<file path="src/rtl/hit_edge_detect_pkg.sv">
// Shared state encoding, edge-bit positions and default player dimensions for hit_edge_detect.
// The saturating counter helper only exists when HIT_EDGE_COUNT_EN is defined.
package hit_edge_pkg;

   typedef enum logic [1:0] {
      INITIAL_ST,
      WAIT_SOF_ST,
      ACCUM_ST
   } state_t;

   localparam int LEFT   = 3;
   localparam int TOP    = 2;
   localparam int RIGHT  = 1;
   localparam int BOTTOM = 0;

   localparam int DEFAULT_OBJECT_WIDTH_X = 64;
   localparam int DEFAULT_OBJECT_HIGHT_Y = 64;
   localparam int DEFAULT_EDGE_MARGIN    = 8;

`ifdef HIT_EDGE_COUNT_EN
   function automatic logic [15:0] sat_inc(input logic [15:0] count, input logic inc);
      if (inc && (count != 16'hFFFF)) begin
         return count + 16'd1;
      end
      return count;
   endfunction
`endif

endpackage

</file>
<file path="src/rtl/hit_edge_detect_if.sv">
// Pixel stream in, per-frame hit summary out. hitCount is present only with HIT_EDGE_COUNT_EN.
interface hit_edge_detect_if;

   logic               startOfFrame;
   logic [10:0]        pixelX;
   logic [10:0]        pixelY;
   logic               playerDR;
   logic               obstacleDR;
   logic signed [10:0] topLeftX;
   logic signed [10:0] topLeftY;
   logic               collision;
   logic [3:0]         HitEdgeCode;

`ifdef HIT_EDGE_COUNT_EN
   logic [15:0]        hitCount;

   modport master (
      output startOfFrame, pixelX, pixelY, playerDR, obstacleDR, topLeftX, topLeftY,
      input  collision, HitEdgeCode, hitCount
   );

   modport slave (
      input  startOfFrame, pixelX, pixelY, playerDR, obstacleDR, topLeftX, topLeftY,
      output collision, HitEdgeCode, hitCount
   );
`else
   modport master (
      output startOfFrame, pixelX, pixelY, playerDR, obstacleDR, topLeftX, topLeftY,
      input  collision, HitEdgeCode
   );

   modport slave (
      input  startOfFrame, pixelX, pixelY, playerDR, obstacleDR, topLeftX, topLeftY,
      output collision, HitEdgeCode
   );
`endif

endinterface

</file>
<file path="src/rtl/hit_edge_detect_classify.sv">
// Combinational offset of the current pixel from the player corner and edge-zone classification.
module edge_zone_classify
   import hit_edge_pkg::*;
#(
   parameter int OBJECT_WIDTH_X = DEFAULT_OBJECT_WIDTH_X,
   parameter int OBJECT_HIGHT_Y = DEFAULT_OBJECT_HIGHT_Y,
   parameter int EDGE_MARGIN    = DEFAULT_EDGE_MARGIN
)(
   input  logic [10:0]        pixel_x,
   input  logic [10:0]        pixel_y,
   input  logic signed [10:0] corner_x,
   input  logic signed [10:0] corner_y,
   output logic [3:0]         edge_bits
);

   logic signed [11:0] off_x;
   logic signed [11:0] off_y;
   int                 ox;
   int                 oy;
   logic               in_box;

   // Corner is sign-extended so players partly off the left/top of the screen still classify correctly.
   assign off_x = $signed({1'b0, pixel_x}) - $signed({corner_x[10], corner_x});
   assign off_y = $signed({1'b0, pixel_y}) - $signed({corner_y[10], corner_y});
   assign ox    = int'(off_x);
   assign oy    = int'(off_y);

   always_comb begin
      edge_bits = 4'b0000;
      in_box    = (ox >= 0) && (ox < OBJECT_WIDTH_X) && (oy >= 0) && (oy < OBJECT_HIGHT_Y);
      if (in_box) begin
         edge_bits[LEFT]   = (ox < EDGE_MARGIN);
         edge_bits[RIGHT]  = (ox >= OBJECT_WIDTH_X - EDGE_MARGIN);
         edge_bits[TOP]    = (oy < EDGE_MARGIN);
         edge_bits[BOTTOM] = (oy >= OBJECT_HIGHT_Y - EDGE_MARGIN);
      end
   end

endmodule

</file>
<file path="src/rtl/hit_edge_detect.sv">
// Accumulates player/obstacle overlap pixels over a frame and publishes collision and touched edges.
// Define HIT_EDGE_COUNT_EN to add a saturating per-frame overlap pixel count on hitCount.
module hit_edge_detect
   import hit_edge_pkg::*;
#(
   parameter int OBJECT_WIDTH_X = DEFAULT_OBJECT_WIDTH_X,
   parameter int OBJECT_HIGHT_Y = DEFAULT_OBJECT_HIGHT_Y,
   parameter int EDGE_MARGIN    = DEFAULT_EDGE_MARGIN
)(
   input  logic              clk,
   input  logic              resetN,
   hit_edge_detect_if.slave  bus
);

   state_t             state;
   logic signed [10:0] latched_x;
   logic signed [10:0] latched_y;
   logic signed [10:0] corner_x;
   logic signed [10:0] corner_y;
   logic [3:0]         zone_edges;
   logic               overlap;
   logic               stage_hit;
   logic [3:0]         stage_edges;
   logic               acc_hit;
   logic [3:0]         acc_edges;
`ifdef HIT_EDGE_COUNT_EN
   logic [15:0]        acc_count;
`endif

   // The startOfFrame pixel belongs to the new frame, so it is measured against the corner being latched.
   assign corner_x = bus.startOfFrame ? bus.topLeftX : latched_x;
   assign corner_y = bus.startOfFrame ? bus.topLeftY : latched_y;
   assign overlap  = bus.playerDR && bus.obstacleDR && (state == ACCUM_ST);

   edge_zone_classify #(
      .OBJECT_WIDTH_X (OBJECT_WIDTH_X),
      .OBJECT_HIGHT_Y (OBJECT_HIGHT_Y),
      .EDGE_MARGIN    (EDGE_MARGIN)
   ) u_classify (
      .pixel_x   (bus.pixelX),
      .pixel_y   (bus.pixelY),
      .corner_x  (corner_x),
      .corner_y  (corner_y),
      .edge_bits (zone_edges)
   );

   always_ff @(posedge clk or negedge resetN) begin
      if (!resetN) begin
         state           <= INITIAL_ST;
         latched_x       <= '0;
         latched_y       <= '0;
         stage_hit       <= 1'b0;
         stage_edges     <= 4'b0000;
         acc_hit         <= 1'b0;
         acc_edges       <= 4'b0000;
         bus.collision   <= 1'b0;
         bus.HitEdgeCode <= 4'b0000;
`ifdef HIT_EDGE_COUNT_EN
         acc_count       <= 16'd0;
         bus.hitCount    <= 16'd0;
`endif
      end else begin
         stage_hit   <= overlap;
         stage_edges <= overlap ? zone_edges : 4'b0000;
         if (bus.startOfFrame) begin
            latched_x <= bus.topLeftX;
            latched_y <= bus.topLeftY;
         end
         case (state)
            INITIAL_ST: begin
               state <= WAIT_SOF_ST;
            end
            WAIT_SOF_ST: begin
               if (bus.startOfFrame) begin
                  state <= ACCUM_ST;
               end
            end
            ACCUM_ST: begin
               // The stage still holds the last pixel of the closing frame, so fold it into the result.
               if (bus.startOfFrame) begin
                  bus.collision   <= acc_hit | stage_hit;
                  bus.HitEdgeCode <= acc_edges | stage_edges;
                  acc_hit         <= 1'b0;
                  acc_edges       <= 4'b0000;
`ifdef HIT_EDGE_COUNT_EN
                  bus.hitCount    <= sat_inc(acc_count, stage_hit);
                  acc_count       <= 16'd0;
`endif
               end else begin
                  acc_hit   <= acc_hit | stage_hit;
                  acc_edges <= acc_edges | stage_edges;
`ifdef HIT_EDGE_COUNT_EN
                  acc_count <= sat_inc(acc_count, stage_hit);
`endif
               end
            end
            default: begin
               state <= INITIAL_ST;
            end
         endcase
      end
   end

endmodule

</file>
<file path="src/flat_wrapper.sv">
// flat-port wrapper written by rule: the top's interface ports become plain ports
module hit_edge_detect_flat import hit_edge_pkg::*;
#(
   parameter int OBJECT_WIDTH_X = DEFAULT_OBJECT_WIDTH_X,
   parameter int OBJECT_HIGHT_Y = DEFAULT_OBJECT_HIGHT_Y,
   parameter int EDGE_MARGIN    = DEFAULT_EDGE_MARGIN
)
  (clk, resetN, bus_startOfFrame, bus_pixelX, bus_pixelY, bus_playerDR, bus_obstacleDR, bus_topLeftX, bus_topLeftY, bus_collision, bus_HitEdgeCode);
  hit_edge_detect_if bus_i ();
  input  logic clk;
  input  logic resetN;
  input wire logic [$bits(bus_i.startOfFrame)-1:0] bus_startOfFrame;
  input wire logic [$bits(bus_i.pixelX)-1:0] bus_pixelX;
  input wire logic [$bits(bus_i.pixelY)-1:0] bus_pixelY;
  input wire logic [$bits(bus_i.playerDR)-1:0] bus_playerDR;
  input wire logic [$bits(bus_i.obstacleDR)-1:0] bus_obstacleDR;
  input wire logic [$bits(bus_i.topLeftX)-1:0] bus_topLeftX;
  input wire logic [$bits(bus_i.topLeftY)-1:0] bus_topLeftY;
  output wire logic [$bits(bus_i.collision)-1:0] bus_collision;
  output wire logic [$bits(bus_i.HitEdgeCode)-1:0] bus_HitEdgeCode;
  assign bus_i.startOfFrame = bus_startOfFrame;
  assign bus_i.pixelX = bus_pixelX;
  assign bus_i.pixelY = bus_pixelY;
  assign bus_i.playerDR = bus_playerDR;
  assign bus_i.obstacleDR = bus_obstacleDR;
  assign bus_i.topLeftX = bus_topLeftX;
  assign bus_i.topLeftY = bus_topLeftY;
  assign bus_collision = bus_i.collision;
  assign bus_HitEdgeCode = bus_i.HitEdgeCode;
  hit_edge_detect #(.OBJECT_WIDTH_X(OBJECT_WIDTH_X), .OBJECT_HIGHT_Y(OBJECT_HIGHT_Y), .EDGE_MARGIN(EDGE_MARGIN)) u_core (.clk(clk), .resetN(resetN), .bus(bus_i));
endmodule
</file>
<file path="config.mk">
export PLATFORM = sky130hd
export DESIGN_NAME = hit_edge_detect_flat
export DESIGN_NICKNAME = d
export VERILOG_FILES = /design/src/rtl/hit_edge_detect_pkg.sv /design/src/rtl/hit_edge_detect_if.sv /design/src/rtl/hit_edge_detect_classify.sv /design/src/rtl/hit_edge_detect.sv /design/src/flat_wrapper.sv
export SDC_FILE = /design/constraint.sdc
export NUM_CORES = 1
export LEC_CHECK = 0
export CAP_MARGIN = 20
export CELL_PAD_IN_SITES_DETAIL_PLACEMENT = 0
export CELL_PAD_IN_SITES_GLOBAL_PLACEMENT = 1
export CORE_ASPECT_RATIO = 0.7
export CORE_MARGIN = 2
export CORE_UTILIZATION = 43
export DETAILED_ROUTE_END_ITERATION = 16
export PLACE_DENSITY_LB_ADDON = 0.1
export SYNTH_ARGS = -nofsm -noshare
export SYNTH_HDL_FRONTEND = slang
export SYNTH_SLANG_ARGS = --single-unit
</file>
<file path="constraint.sdc">
create_clock -name clk -period 7.6 [get_ports clk]
set_input_delay 1.14 -clock clk [delete_from_list [all_inputs] [get_ports clk]]
set_output_delay 1.14 -clock clk [all_outputs]
set_load 0.03 [all_outputs]
</file>
==> results.md, run 1 <==
- In the synthesized netlist, the number of instances is 277.
- At the worst endpoint, the arrival time is 5020 ps.
- The maximum count of clock buffers along a single path is 2.
- The minimum setup slack in the final design is 2791 ps.
- The post-synth net total is 350.
- The highest fanout seen on the critical path is 14.
- Entering global routing, the biggest net connects 40 pins.
- The hold buffer count at CTS is 0.
- After clock tree synthesis, the clock-pin slew on the worst setup and hold paths is 80 ps.
- The HPWL after detailed placement is 4.234 mm.
- The worst setup path is captured at a flip-flop.
- The synthesis-stage register bit count is 39.
- The area occupied by registers is 975.9 µm².
- In this run the vertical extent of the chip is 69.84 µm.
- The post-synthesis to final-layout area growth is 26.32%.
- The share of total power dissipated in combinational logic is 0.368.
- The post-placement worst setup slack is 2388 ps.
- Ranked by total cell area, the synthesized netlist is headed by sky130_fd_sc_hd__dfrtp_1 (37%), sky130_fd_sc_hd__ha_1 (10%), sky130_fd_sc_hd__mux2i_1 (8.6%).
- The cell-internal power is 453.8 µW.
- The number of inserted filler cells in the final layout is 510.
- The sequential-to-total area share from yosys stat is 0.3665.
- The count of cells resized by post-cts repair is 0.
- The routed wirelength normalized by instance count is 13.71 µm.
- In this run the tightest slew margin relative to its limit is 0.4016.
- The core box area is 0.005842 mm².
- The signal on the critical path passes through clkdlybuf4s50_1 -> buf_4 -> mux2_2 -> ha_1 -> fa_1 -> and2b_1 -> o211ai_2 -> and4b_1 -> nor3_2 -> nand4_1 -> or4_4 -> nor4_1.
- The total setup violations reported at the end of the flow is 0.
- In the final design database the tool counted 404 nets.
- Setup repair after global routing left no endpoint under its margin.
- In the global route stage, overall resource usage came out at 0.1740.
- The minimum clock period after layout is 4809 ps.
- The ratio of routed vias to standard cells is 5.177.
- The count of unresolved DRC violations after routing is 0.
- Of the total power, the clock network draws 0.264.
- The max-slew violation count is 0.
- The clock reaches the later pin of the worst-skew pair after 310 ps.
- The library cell contributing the largest single delay on the critical path is sky130_fd_sc_hd__clkdlybuf4s50_1.
- The kind of critical path is input pin to flip-flop.
- Across the VDD grid, the largest voltage drop is 0.1166 mV.
- The global-route wire length before repair is 9.666 mm.
- The run finished with clean final reports.
- The global-route congestion overflow total is 0.
- The number of buffers and inverters on the critical path is 2.
- TritonCTS built the clock tree.
- The number of antenna-violating nets in the routed design is 0.
- The total number of H-tree levels is 2.
- The net switching component of the power is 235.7 µW.
- The most used flip-flop cell after synthesis is sky130_fd_sc_hd__dfrtp_1.
- The fmax is 0.2079 GHz.
- The number of hold violations in the final report is 0.
- Summed over all instances, the cell type with the most area after synthesis is sky130_fd_sc_hd__dfrtp_1.
- The first routing iteration left 98 violations.
- Between clock sinks in the finished design, the worst skew comes to 7.876 ps.
- The count of buffers inserted at the top-level ports is 53.
- The max-cap check violation count is 0.
- For this run, the detailed router's first-pass iteration total came to 4.
- After layout, the design draws a total of 689.5 µW.
- The tree is rooted in a sky130_fd_sc_hd__clkbuf_8.
- Setup total negative slack on the finished layout was measured at 0 ps.
- The initial antenna violation count is 0.
- During synthesis, Yosys emitted a total of 0 warnings.
- On the worst path, the slowest cell contributes a delay of 980 ps.
- The count of standard-cell rows is 23.
- A synthesized cell averages 9.612 µm².
- The congestion estimate from routability-driven global placement came to 0.7922.
- The full die area is 0.006847 mm².
- The repair_antennas step left the layout with diodes totalling 0.
- In this run the cell area of the synthesized design comes to 0.002663 mm².
- Pin placement for this block handled 54 I/O pins.
- The fraction of power spent switching nets is 0.3419.
- The overall die width is 98.05 µm.
- The TritonCTS buffer count is 5.
- The area of the multi-input gates is 0.001543 mm².
- The number of synthesized flops with an enable pin is 0.
- The initial utilization of the core area, before any placement, comes to 0.4558.
- Buffers added to address setup during post-CTS repair amount to 0.
- The required time of the critical path is 7810 ps.
- The fraction of final layout cells sized beyond drive strength 1 is 0.09337.
- The share of total power in sequential cells is 0.367.
- For this design the ratio of total power to cell area is 205.0 mW/mm².
- At the pin with the least slew margin, the transition time is 897.6 ps.
- After synthesis, the share of flip-flops with an asynchronous set or reset is 1.000.
- The wire length reported by the detailed router is 5.578 mm.
- The count of different cell masters after synthesis is 62.
- In the finished design, the share of the clock period the worst path needs comes to 0.6328.
- Broken down by cell family, the worst path's largest delay share belongs to simple AND/OR/NAND/NOR gates.
- The total number of vias is 2107.
- The TritonCTS sink count is 39.
- In this run the static leakage power is 0.001565 µW.
- The number of global-route vias before repair was 2067.
- The worst setup path is launched from an input pin.
- The top-area cell type share of the netlist area is 0.3665.
- The tightest min-delay check is of the flip-flop to flip-flop type.
## cell usage after synthesis (3+ instances only)
| cell | count |
|---|---|
| sky130_fd_sc_hd__a21oi_1 | 18 |
| sky130_fd_sc_hd__a22oi_1 | 3 |
| sky130_fd_sc_hd__dfrtp_1 | 39 |
| sky130_fd_sc_hd__ha_1 | 22 |
| sky130_fd_sc_hd__inv_1 | 27 |
| sky130_fd_sc_hd__mux2_2 | 4 |
| sky130_fd_sc_hd__mux2i_1 | 23 |
| sky130_fd_sc_hd__nand2_1 | 23 |
| sky130_fd_sc_hd__nand2b_1 | 4 |
| sky130_fd_sc_hd__nand3_1 | 3 |
| sky130_fd_sc_hd__nand4_1 | 3 |
| sky130_fd_sc_hd__nor2_1 | 16 |
| sky130_fd_sc_hd__nor2b_1 | 3 |
| sky130_fd_sc_hd__nor3_1 | 5 |
| sky130_fd_sc_hd__nor4_1 | 5 |
| sky130_fd_sc_hd__o21a_1 | 6 |
| sky130_fd_sc_hd__o21ai_0 | 8 |
| sky130_fd_sc_hd__o21ai_1 | 3 |
| sky130_fd_sc_hd__xnor2_1 | 5 |
| sky130_fd_sc_hd__xor2_1 | 3 |
## worst paths after layout
kind                                               startpoint                         endpoint  slack [ps]  cells after the start
worst min register to register    u_core.state[1]$_DFFE_PN0P_      u_core.state[0]$_DFFE_PN0P_         460                      1
worst min-delay path              u_core.state[1]$_DFFE_PN0P_      u_core.state[0]$_DFFE_PN0P_         460                      1
max in group asynchronous                              resetN       u_core.stage_hit$_DFF_PN0_        6080                      1
worst max register to register  u_core.latched_y[0]$_DFF_PN0_  u_core.stage_edges[3]$_DFF_PN0_        4710                     10
min in group asynchronous                              resetN    u_core.latched_y[4]$_DFF_PN0_         960                      1
worst max-delay path                         bus_startOfFrame  u_core.stage_edges[3]$_DFF_PN0_        2790                     12
## cell families (layout without fill, tap and decap cells)
| group | Yosys count | in the layout | synth area share |
|---|---|---|---|
| flip-flops | 39 | 39 | 0.3665 |
| buffers and inverters | 35 | 90 | 0.05404 |
| adder cells (fa/ha/maj) | 24 | 24 | 0.1184 |
| XOR/XNOR | 8 | 8 | 0.02632 |
| multiplexers | 28 | 28 | 0.1118 |
| AO/OA/AOI/OAI | 61 | 61 | 0.1532 |
| AND/OR/NAND/NOR | 82 | 82 | 0.1696 |
## metal layers
| metal | global-route usage | up-vias | share of wire |
|---|---|---|---|
| li1 | - | 1093 | - |
| met1 | 0.2605 | 960 | 0.53 |
| met2 | 0.2511 | 47 | 0.41 |
| met3 | 0.03730 | 7 | 0.047 |
| met4 | 0.05093 | 0 | 0.013 |
| met5 | 0 | - | 0 |
## cell type report
type	instances	area share
clock inverters	3	0.01302
inverters	28	0.03125
multi-input cells	203	0.4587
well taps	75	0.02790
clock buffers	5	0.02046
flip-flops and latches	39	0.2902
repair buffers	54	0.1585
## cell usage in the layout, fill, tap and decap left out, types with 2 or more instances in the layout
cell type and n:
sky130_fd_sc_hd__and3_1 2, sky130_fd_sc_hd__mux2i_1 23, sky130_fd_sc_hd__nor2b_1 3, sky130_fd_sc_hd__clkbuf_8 5, sky130_fd_sc_hd__nand2_1 23, sky130_fd_sc_hd__o21ai_0 8, sky130_fd_sc_hd__o21a_1 6, sky130_fd_sc_hd__ha_1 22
sky130_fd_sc_hd__a21oi_2 2, sky130_fd_sc_hd__nand3_1 3, sky130_fd_sc_hd__or2b_1 2, sky130_fd_sc_hd__o31ai_1 2, sky130_fd_sc_hd__mux2_2 4, sky130_fd_sc_hd__nor3_1 5, sky130_fd_sc_hd__inv_1 27, sky130_fd_sc_hd__a21o_1 2
sky130_fd_sc_hd__a211oi_1 2, sky130_fd_sc_hd__o2111ai_1 2, sky130_fd_sc_hd__fa_1 2, sky130_fd_sc_hd__nor4_1 5, sky130_fd_sc_hd__nand2b_1 4, sky130_fd_sc_hd__or3_2 2, sky130_fd_sc_hd__clkdlybuf4s50_1 52, sky130_fd_sc_hd__o21ai_1 3
sky130_fd_sc_hd__a2111oi_0 2, sky130_fd_sc_hd__xor2_1 3, sky130_fd_sc_hd__nand4_1 3, sky130_fd_sc_hd__a22oi_1 3, sky130_fd_sc_hd__dfrtp_1 39, sky130_fd_sc_hd__xnor2_1 5, sky130_fd_sc_hd__nor2_1 16, sky130_fd_sc_hd__a21oi_1 18
## registers in the layout (all words and copies together) (netlist names)
register                count
u_core.bus.collision        1
u_core.acc_edges            4
u_core.stage_hit            1
u_core.bus.HitEdgeCode      4
u_core.acc_hit              1
u_core.latched_x           11
u_core.state                2
u_core.stage_edges          4
u_core.latched_y           11
## power groups by stage
stage	Clock (µW)	Combinational [µW]	Sequential (µW)
after CTS	186	256	254
after floorplan	0	166	270
final	182	254	253
after detailed placement	0	255	257
after global placement	0	253	256
after global routing	195	285	258
## metrics by stage
stage | std cells | cell area, µm² | utilization | hold WS (ps)
3_5_place_dp | 399 | 3251 | 0.5564 | 451.0
2_1_floorplan | 277 | 2663 | - | 422.3
4_1_cts | 407 | 3363 | 0.5757 | 463.5
6_report | 407 | 3363 | 0.5757 | 461.3
5_1_grt | 407 | 3363 | 0.5757 | 502.9
3_3_place_gp | 399 | 3251 | 0.5564 | 450.5
Power figures use the tool's default switching activity.
==> run 2: changes to the inputs <==
CORE_UTILIZATION = 39   (was 43)
clock period = 4.85 ns   (was 7.6 ns; I/O delays follow)
==> results.md, run 2 (same netlist as run 1, synthesis figures left out) <==
- The run finished with clean final reports.
- The accumulated negative setup slack is 0 ps (unchanged).
- The last weighted congestion value of the routability-driven placer is 0.7969 (+0.59%).
- The count of standard-cell rows came to 25 (+8.7%).
- The area occupied by registers came to 975.9 µm² (unchanged).
- The actual transition at the worst max-transition pin is 895.9 ps (-1.712 ps).
- In the final layout, the registers with the most flip-flops are u_core.latched_x: 11 flops, u_core.latched_y: 11 flops.
- In the finished design, the share of the clock period the worst path needs comes to 0.7916.
- The number of global-route vias before repair is 1921 (-7.1%).
- The slowest stage of the critical path is the sky130_fd_sc_hd__clkdlybuf4s50_1 cell.
- The latest clock arrival within the worst-skew pair is 300 ps (about the same).
- The final setup skew is 6.707 ps (-1.168 ps).
- The overall die width is 102.8 µm (+4.8%).
- The reg-to-reg startpoint is u_core.latched_x[0]$_DFF_PN0_.
- The required time of the critical path is 5050 ps (-2760 ps).
- The global-route wire length before repair is 9.204 mm (-4.8%).
- The number of inserted filler cells in the final layout is 653 (+28%).
- The hold buffer count at CTS is 0 (unchanged).
- The total setup violations reported at the end of the flow is 0 (unchanged).
- The TritonCTS sink count is 39 (unchanged).
- STA classifies the critical path startpoint as an input pin.
- The highest fanout seen on the critical path was 6 (-8).
- The wire length reported by the detailed router is 5.752 mm (+3.1%).
- The CTS tree is yes.
- The number of setup buffers added after CTS is 0 (unchanged).
- The arrival time of data at the critical path endpoint is 4040 ps (-980 ps).
- The count of cells resized by post-cts repair came to 0 (unchanged).
- The met2 routing resource usage after global routing is 0.2157 (-0.03546).
- Leaving out fill and tap cells, the most frequent cell in the layout is sky130_fd_sc_hd__clkdlybuf4s50_1.
- The buffer type at the clock tree root is sky130_fd_sc_hd__clkbuf_8.
- The critical path endpoint category is a flip-flop.
- The global-route track usage on met1 came to 0.2521 (-0.008365).
- The cell leakage power was 0.001575 µW (+0.61%).
- The routed wirelength normalized by instance count was 13.44 µm (-1.9%).
- The critical path is of the input pin to flip-flop type.
- The busiest layer in global routing is met1.
- The launch instance of the worst min-delay path is u_core.state[1]$_DFFE_PN0P_.
- The maximum count of clock buffers along a single path is 2 (unchanged).
- The max-cap check violation count is 0 (unchanged).
- The cell seen most often among critical-path stages is sky130_fd_sc_hd__mux2_2.
- The post-layout net count is 406 (+0.50%).
- The area of the multi-input gates is 0.001543 mm² (unchanged).
- The number of iterations in the first detailed-routing pass is 4 (unchanged).
- The global-route congestion overflow total is 0 (unchanged).
- The largest net degree at the start of global routing is 40 (unchanged).
- The count of unresolved DRC violations after routing is 0 (unchanged).
- The minimum setup slack in the final design is 1011 ps (-1780 ps).
- The number of instances in the placed design is 420 (+5.3%).
- The number of I/O pins is 54 (unchanged).
- The number of hold violations in the final report is 0 (unchanged).
- For hold timing, the worst endpoint is u_core.state[0]$_DFFE_PN0P_.
- The total non-filler cell area in the finished layout was 0.003402 mm² (+1.2%).
- The fmax is 0.2605 GHz.
- The effective utilization at floorplan is 0.3978 (-0.05802).
- The post-synthesis to final-layout area growth is 27.77%.
- The clock-pin transition on the worst setup and hold timing paths came to 90 ps (about the same).
- The number of antenna-violating nets in the routed design is 0 (unchanged).
- The delay contributed by the slowest stage of the critical path is 600 ps (-380 ps).
- The total number of H-tree levels came to 2 (unchanged).
- The power density over cell area is 317.2 mW/mm² (+55%).
- The count of buffers inserted at the top-level ports was 53 (unchanged).
- The ratio of routed vias to standard cells is 4.953 (-4.3%).
- The full die area is 0.007514 mm² (+9.7%).
- The final standard cell count with taps included and fillers excluded is 428 (+5.2%).
- The HPWL after detailed placement came to 4.494 mm (+6.2%).
- The relative max-transition margin is 0.4027 (+0.001142).
- The total number of vias came to 2120 (+0.62%).
- The max-slew violation count is 0 (unchanged).
- In this run the worst hold path is classified as flip-flop to flip-flop.
- The core box area is 0.006694 mm² (+15%).
- The register-to-register path setup slack is 1860 ps (-2850 ps).
- The signal on the critical path passes through clkdlybuf4s50_1 -> buf_4 -> mux2_2 -> ha_1 -> fa_1 -> nand2b_1 -> a21oi_2 -> or3_1 -> mux2_2 -> nand4_1 -> or4_4 -> nor4_1.
- The initial antenna violation count came to 0 (unchanged).
- The post-placement worst setup slack came to 677.1 ps (-1711 ps).
- The worst IR drop on VDD was 0.1528 mV (+31%).
- The fraction of met3 tracks used by global routing is 0.03831 (+0.001016).
- The initial detailed-routing violation count came to 70 (-29%).
- The minimum clock period after layout is 3839 ps.
- The post-place instance area came to 0.003289 mm² (+1.2%).
- The library cells used most frequently in the layout, excluding fill and tap cells, are sky130_fd_sc_hd__clkdlybuf4s50_1 (52), sky130_fd_sc_hd__dfrtp_1 (39), sky130_fd_sc_hd__inv_1 (27).
- The die height came to 73.13 µm (+4.7%).
- The number of antenna repair diodes is 0 (unchanged).
- The fraction of final layout cells sized beyond drive strength 1 came to 0.09880 (+0.005429).
- The all-layer global routing usage is 0.1609 (-0.01305).
- The cell depth of the worst min-delay path came to 1 (unchanged).
- Setup repair after global routing left no endpoint under its margin.
- The logic depth of the worst register-to-register path was 10 (unchanged).
- The TritonCTS buffer count is 5 (unchanged).
- The terminus of the critical flop-to-flop path is u_core.stage_edges[3]$_DFF_PN0_.
-- run 2: worst max path at each step --
stage                      from                               to  slack, ps  cells after the start
2_1_floorplan  bus_startOfFrame  u_core.stage_edges[0]$_DFF_PN0_       1200                     12
3_3_place_gp   bus_startOfFrame  u_core.stage_edges[0]$_DFF_PN0_        750                     12
3_5_place_dp   bus_startOfFrame  u_core.stage_edges[0]$_DFF_PN0_        680                     12
4_1_cts        bus_startOfFrame  u_core.stage_edges[0]$_DFF_PN0_        990                     12
5_1_grt        bus_startOfFrame  u_core.stage_edges[0]$_DFF_PN0_        740                     12
6_report       bus_startOfFrame  u_core.stage_edges[3]$_DFF_PN0_       1010                     12
-- run 2: cell type report --
cell class / instances / area share
multi-input combinational: 203 / 0.4535
sequential: 39 / 0.2869
timing repair buffer: 56 / 0.1611
tap: 94 / 0.03457
inverter: 28 / 0.03089
clock buffer: 5 / 0.02023
clock inverter: 3 / 0.01287
-- run 2: metal layers --
layer | routed length, µm | vias up
met3 | 320 | 5
met1 | 3140 | 972
met5 | 0 | -
met2 | 2227 | 55
li1 | - | 1088
met4 | 63 | 0
-- run 2: worst max-delay path: cells and delay by family --
kind	cells	cell delay, ps
AO/OA/AOI/OAI	1	210
adder cells (fa/ha/maj)	2	570
buffers and inverters	2	830
multiplexers	2	510
AND/OR/NAND/NOR	5	1200
-- run 2: metrics by stage --
stage                     utilization  hold slack, ps  total power (µW)
final                          0.5082           458.3              1079
after detailed placement       0.4914           446.3             805.9
after global placement         0.4914           441.9             804.1
after global routing           0.5082           505.4              1155
after CTS                      0.5082           460.9              1092
after floorplan                     -           422.3             682.3
-- run 2: report_power, final --
part           internal (µW)  switching, µW  total, µW
Clock                    153            128        281
Sequential               373           22.7        396
Combinational            186            217        402
==> run 3: changes to the inputs <==
clock period = 3.6 ns   (was 4.85 ns; I/O delays follow)
==> results.md, run 3 (same netlist as run 1, synthesis figures left out) <==
- The post-placement worst setup slack was -160.8 ps (-837.9 ps).
- The minimum clock period after layout is 3221 ps.
- The number of instances in the placed design came to 458 (+9.0%).
- The total number of H-tree levels is 2 (unchanged).
- The fraction of met3 tracks used by global routing is 0.04215 (+0.003831).
- The total number of vias was 2249 (+6.1%).
- The effective utilization at floorplan is 0.3978 (unchanged).
- The number of antenna repair diodes is 0 (unchanged).
- The required time of the critical path is 3810 ps (-1240 ps).
- The critical path endpoint category is a flip-flop.
- The count of standard-cell rows was 25 (unchanged).
- The count of buffers inserted at the top-level ports is 53 (unchanged).
- The delay contributed by the slowest stage of the critical path came to 560 ps (-40 ps).
- The run finished with clean final reports.
- The most common cell after layout, fill and taps aside is sky130_fd_sc_hd__clkdlybuf4s50_1.
- The worst hold path belongs to the class input pin to asynchronous set/reset pin.
- The global-route wire length before repair is 10.25 mm (+11%).
- The number of global-route vias before repair came to 2260 (+18%).
- The all-layer global routing usage is 0.1756 (+0.01474).
- The hold buffer count at CTS is 0 (unchanged).
- The minimum setup slack in the final design is 378.6 ps (-632.1 ps).
- The TritonCTS buffer count came to 5 (unchanged).
- The total non-filler cell area in the finished layout is 0.003734 mm² (+9.7%).
- Dividing the final minimum period by the clock period gives 0.8948.
- The global-route congestion overflow total is 0 (unchanged).
- The routed wirelength normalized by instance count came to 12.97 µm (-3.5%).
- Derived from the worst setup path, the maximum achievable clock frequency is 0.3104 GHz.
- The clock-pin transition on the worst setup and hold timing paths was 90 ps (about the same).
- Leaving out fill and tap cells, the most frequent cells in the layout are sky130_fd_sc_hd__clkdlybuf4s50_1 (51), sky130_fd_sc_hd__buf_4 (39), sky130_fd_sc_hd__dfrtp_1 (39).
- In this run the most used layer during global routing was met2.
- The actual transition at the worst max-transition pin came to 915.7 ps (+19.78 ps).
- The relative max-transition margin is 0.3896 (-0.01319).
- The number of iterations in the first detailed-routing pass is 4 (unchanged).
- The buffer type at the clock tree root is sky130_fd_sc_hd__clkbuf_8.
- The area growth from synthesis to layout is 40.23%.
- The met2 routing resource usage after global routing was 0.2723 (+0.05664).
- The latest clock arrival within the worst-skew pair is 300 ps (about the same).
- The final setup skew is 6.611 ps (-0.09631 ps).
- The family with the most delay on the worst path is simple AND/OR/NAND/NOR gates.
- The max-slew violation count came to 0 (unchanged).
- The final standard cell count with taps included and fillers excluded is 466 (+8.9%).
- The TritonCTS sink count is 39 (unchanged).
- The post-layout net count is 444 (+9.4%).
- The number of I/O pins is 54 (unchanged).
- The critical path goes through clkdlybuf4s50_1 -> mux2_2 -> ha_1 -> fa_1 -> and2b_1 -> o211ai_2 -> and4b_1 -> nor3_2 -> nand4_1 -> or4_4 -> nor4_2.
- The largest registers in the layout are u_core.latched_x: 11 flops, u_core.latched_y: 11 flops.
- The count of unresolved DRC violations after routing is 0 (unchanged).
- TritonCTS built the clock tree.
- STA classifies the critical path startpoint as an input pin.
- The initial detailed-routing violation count is 54 (-23%).
- The HPWL after detailed placement is 4.788 mm (+6.5%).
- The arrival time of data at the critical path endpoint was 3430 ps (-610 ps).
- The logic depth of the worst register-to-register path is 10 (unchanged).
- The number of logic stages on the critical path including buffering is 11 (-1).
- The full die area was 0.007514 mm² (unchanged).
- The die height is 73.13 µm (unchanged).
- Setup repair after global routing left no endpoint under its margin.
- The highest fanout seen on the critical path is 4 (-2).
- The max-cap check violation count is 0 (unchanged).
- The core box area is 0.006694 mm² (unchanged).
- The post-place instance area is 0.003600 mm² (+9.4%).
- The overall die width is 102.8 µm (unchanged).
- The number of hold violations in the final report is 0 (unchanged).
- The last weighted congestion value of the routability-driven placer came to 0.7612 (-4.5%).
- The global-route track usage on met1 came to 0.2448 (-0.007327).
- The worst IR drop on VDD is 0.1563 mV (+2.3%).
- The largest net degree at the start of global routing is 40 (unchanged).
- The ratio of routed vias to standard cells is 4.826 (-2.6%).
- The wire length reported by the detailed router was 6.042 mm (+5.0%).
- The fraction of final layout cells sized beyond drive strength 1 came to 0.1989 (+0.1001).
- The number of buffers and inverters on the critical path is 1 (-1).
- The total setup violations reported at the end of the flow is 0 (unchanged).
- The cell leakage power is 0.001779 µW (+13%).
- The number of inserted filler cells in the final layout is 640 (-2.0%).
- The power density over cell area was 409.0 mW/mm² (+29%).
- The slowest stage of the critical path is the sky130_fd_sc_hd__or4_4 cell.
- The initial antenna violation count was 0 (unchanged).
- The maximum count of clock buffers along a single path came to 2 (unchanged).
- The number of antenna-violating nets in the routed design is 0 (unchanged).
- The kind of critical path is input pin to flip-flop.
[run 3: cell types whose count changed in the layout (fill, tap and decap cells not counted)]
cell and delta:
sky130_fd_sc_hd__o2111ai_2 +1, sky130_fd_sc_hd__clkdlybuf4s50_1 -1, sky130_fd_sc_hd__buf_12 +2, sky130_fd_sc_hd__buf_4 +36, sky130_fd_sc_hd__o21ai_1 +1, sky130_fd_sc_hd__o21ai_0 -1
sky130_fd_sc_hd__o2111ai_1 -1, sky130_fd_sc_hd__nor4_1 -2, sky130_fd_sc_hd__nor4_2 +2, sky130_fd_sc_hd__dlymetal6s2s_1 +1
[run 3: repair_timing]
| action | CTS | global route |
|---|---|---|
| endpoints found under the setup margin | 0 | 2 |
| gates resized for setup | 0 | 5 |
| setup buffers | 0 | 0 |
[run 3: power breakdown]
part           internal, µW  leakage, µW  switching (µW)  total [µW]
logic                   309      0.00123             308         617
registers               503     0.000488            30.6         533
clock network           207    0.0000581             171         377
[run 3: layout make-up]
type,instances,area (µm²),share of cell area
multi-input combinational,203,1562,0.4182
timing repair buffer,94,860.8,0.2306
inverter,28,105.1,0.02815
clock inverter,3,43.79,0.01173
sequential,39,975.9,0.2614
clock buffer,5,68.82,0.01843
tap,94,117.6,0.03150
[run 3: metrics by stage]
step | setup TNS [ps] | total power [µW] | utilization | hold WS [ps]
6_report | 0 | 1527 | 0.5578 | 370.2
5_1_grt | 0 | 1634 | 0.5578 | 438.2
4_1_cts | 0 | 1541 | 0.5546 | 398.9
3_5_place_dp | -552.6 | 1155 | 0.5378 | 451.5
3_3_place_gp | -410.0 | 1148 | 0.5378 | 444.9
2_1_floorplan | 0 | 919.3 | - | 244.4
[run 3: worst register-to-register path, cell delays in order, from the launching register on]
cell and delay [ps]:
sky130_fd_sc_hd__dfrtp_1 360, sky130_fd_sc_hd__mux2_2 270, sky130_fd_sc_hd__ha_1 210, sky130_fd_sc_hd__fa_1 370
sky130_fd_sc_hd__and2b_1 240, sky130_fd_sc_hd__o211ai_2 120, sky130_fd_sc_hd__and4b_1 230, sky130_fd_sc_hd__nor3_2 140
sky130_fd_sc_hd__nand4_1 90, sky130_fd_sc_hd__or4_4 560, sky130_fd_sc_hd__nor4_2 250
[run 3: worst paths after layout]
check,from,to,slack (ps)
max in group asynchronous,resetN,u_core.latched_y[3]$_DFF_PN0_,2660
min reg2reg,u_core.state[1]$_DFFE_PN0P_,u_core.state[0]$_DFFE_PN0P_,460
max,bus_topLeftX[0],u_core.stage_edges[1]$_DFF_PN0_,380
min,resetN,u_core.latched_x[1]$_DFF_PN0_,370
max reg2reg,u_core.latched_x[0]$_DFF_PN0_,u_core.stage_edges[1]$_DFF_PN0_,660
min in group clk,u_core.state[1]$_DFFE_PN0P_,u_core.state[0]$_DFFE_PN0P_,460
[run 3: routing by layer]
layer / vias up / part of all wire
met4: 0 / 0.012
met1: 1027 / 0.51
met2: 47 / 0.42
met5: - / 0
li1: 1167 / -
met3: 8 / 0.053
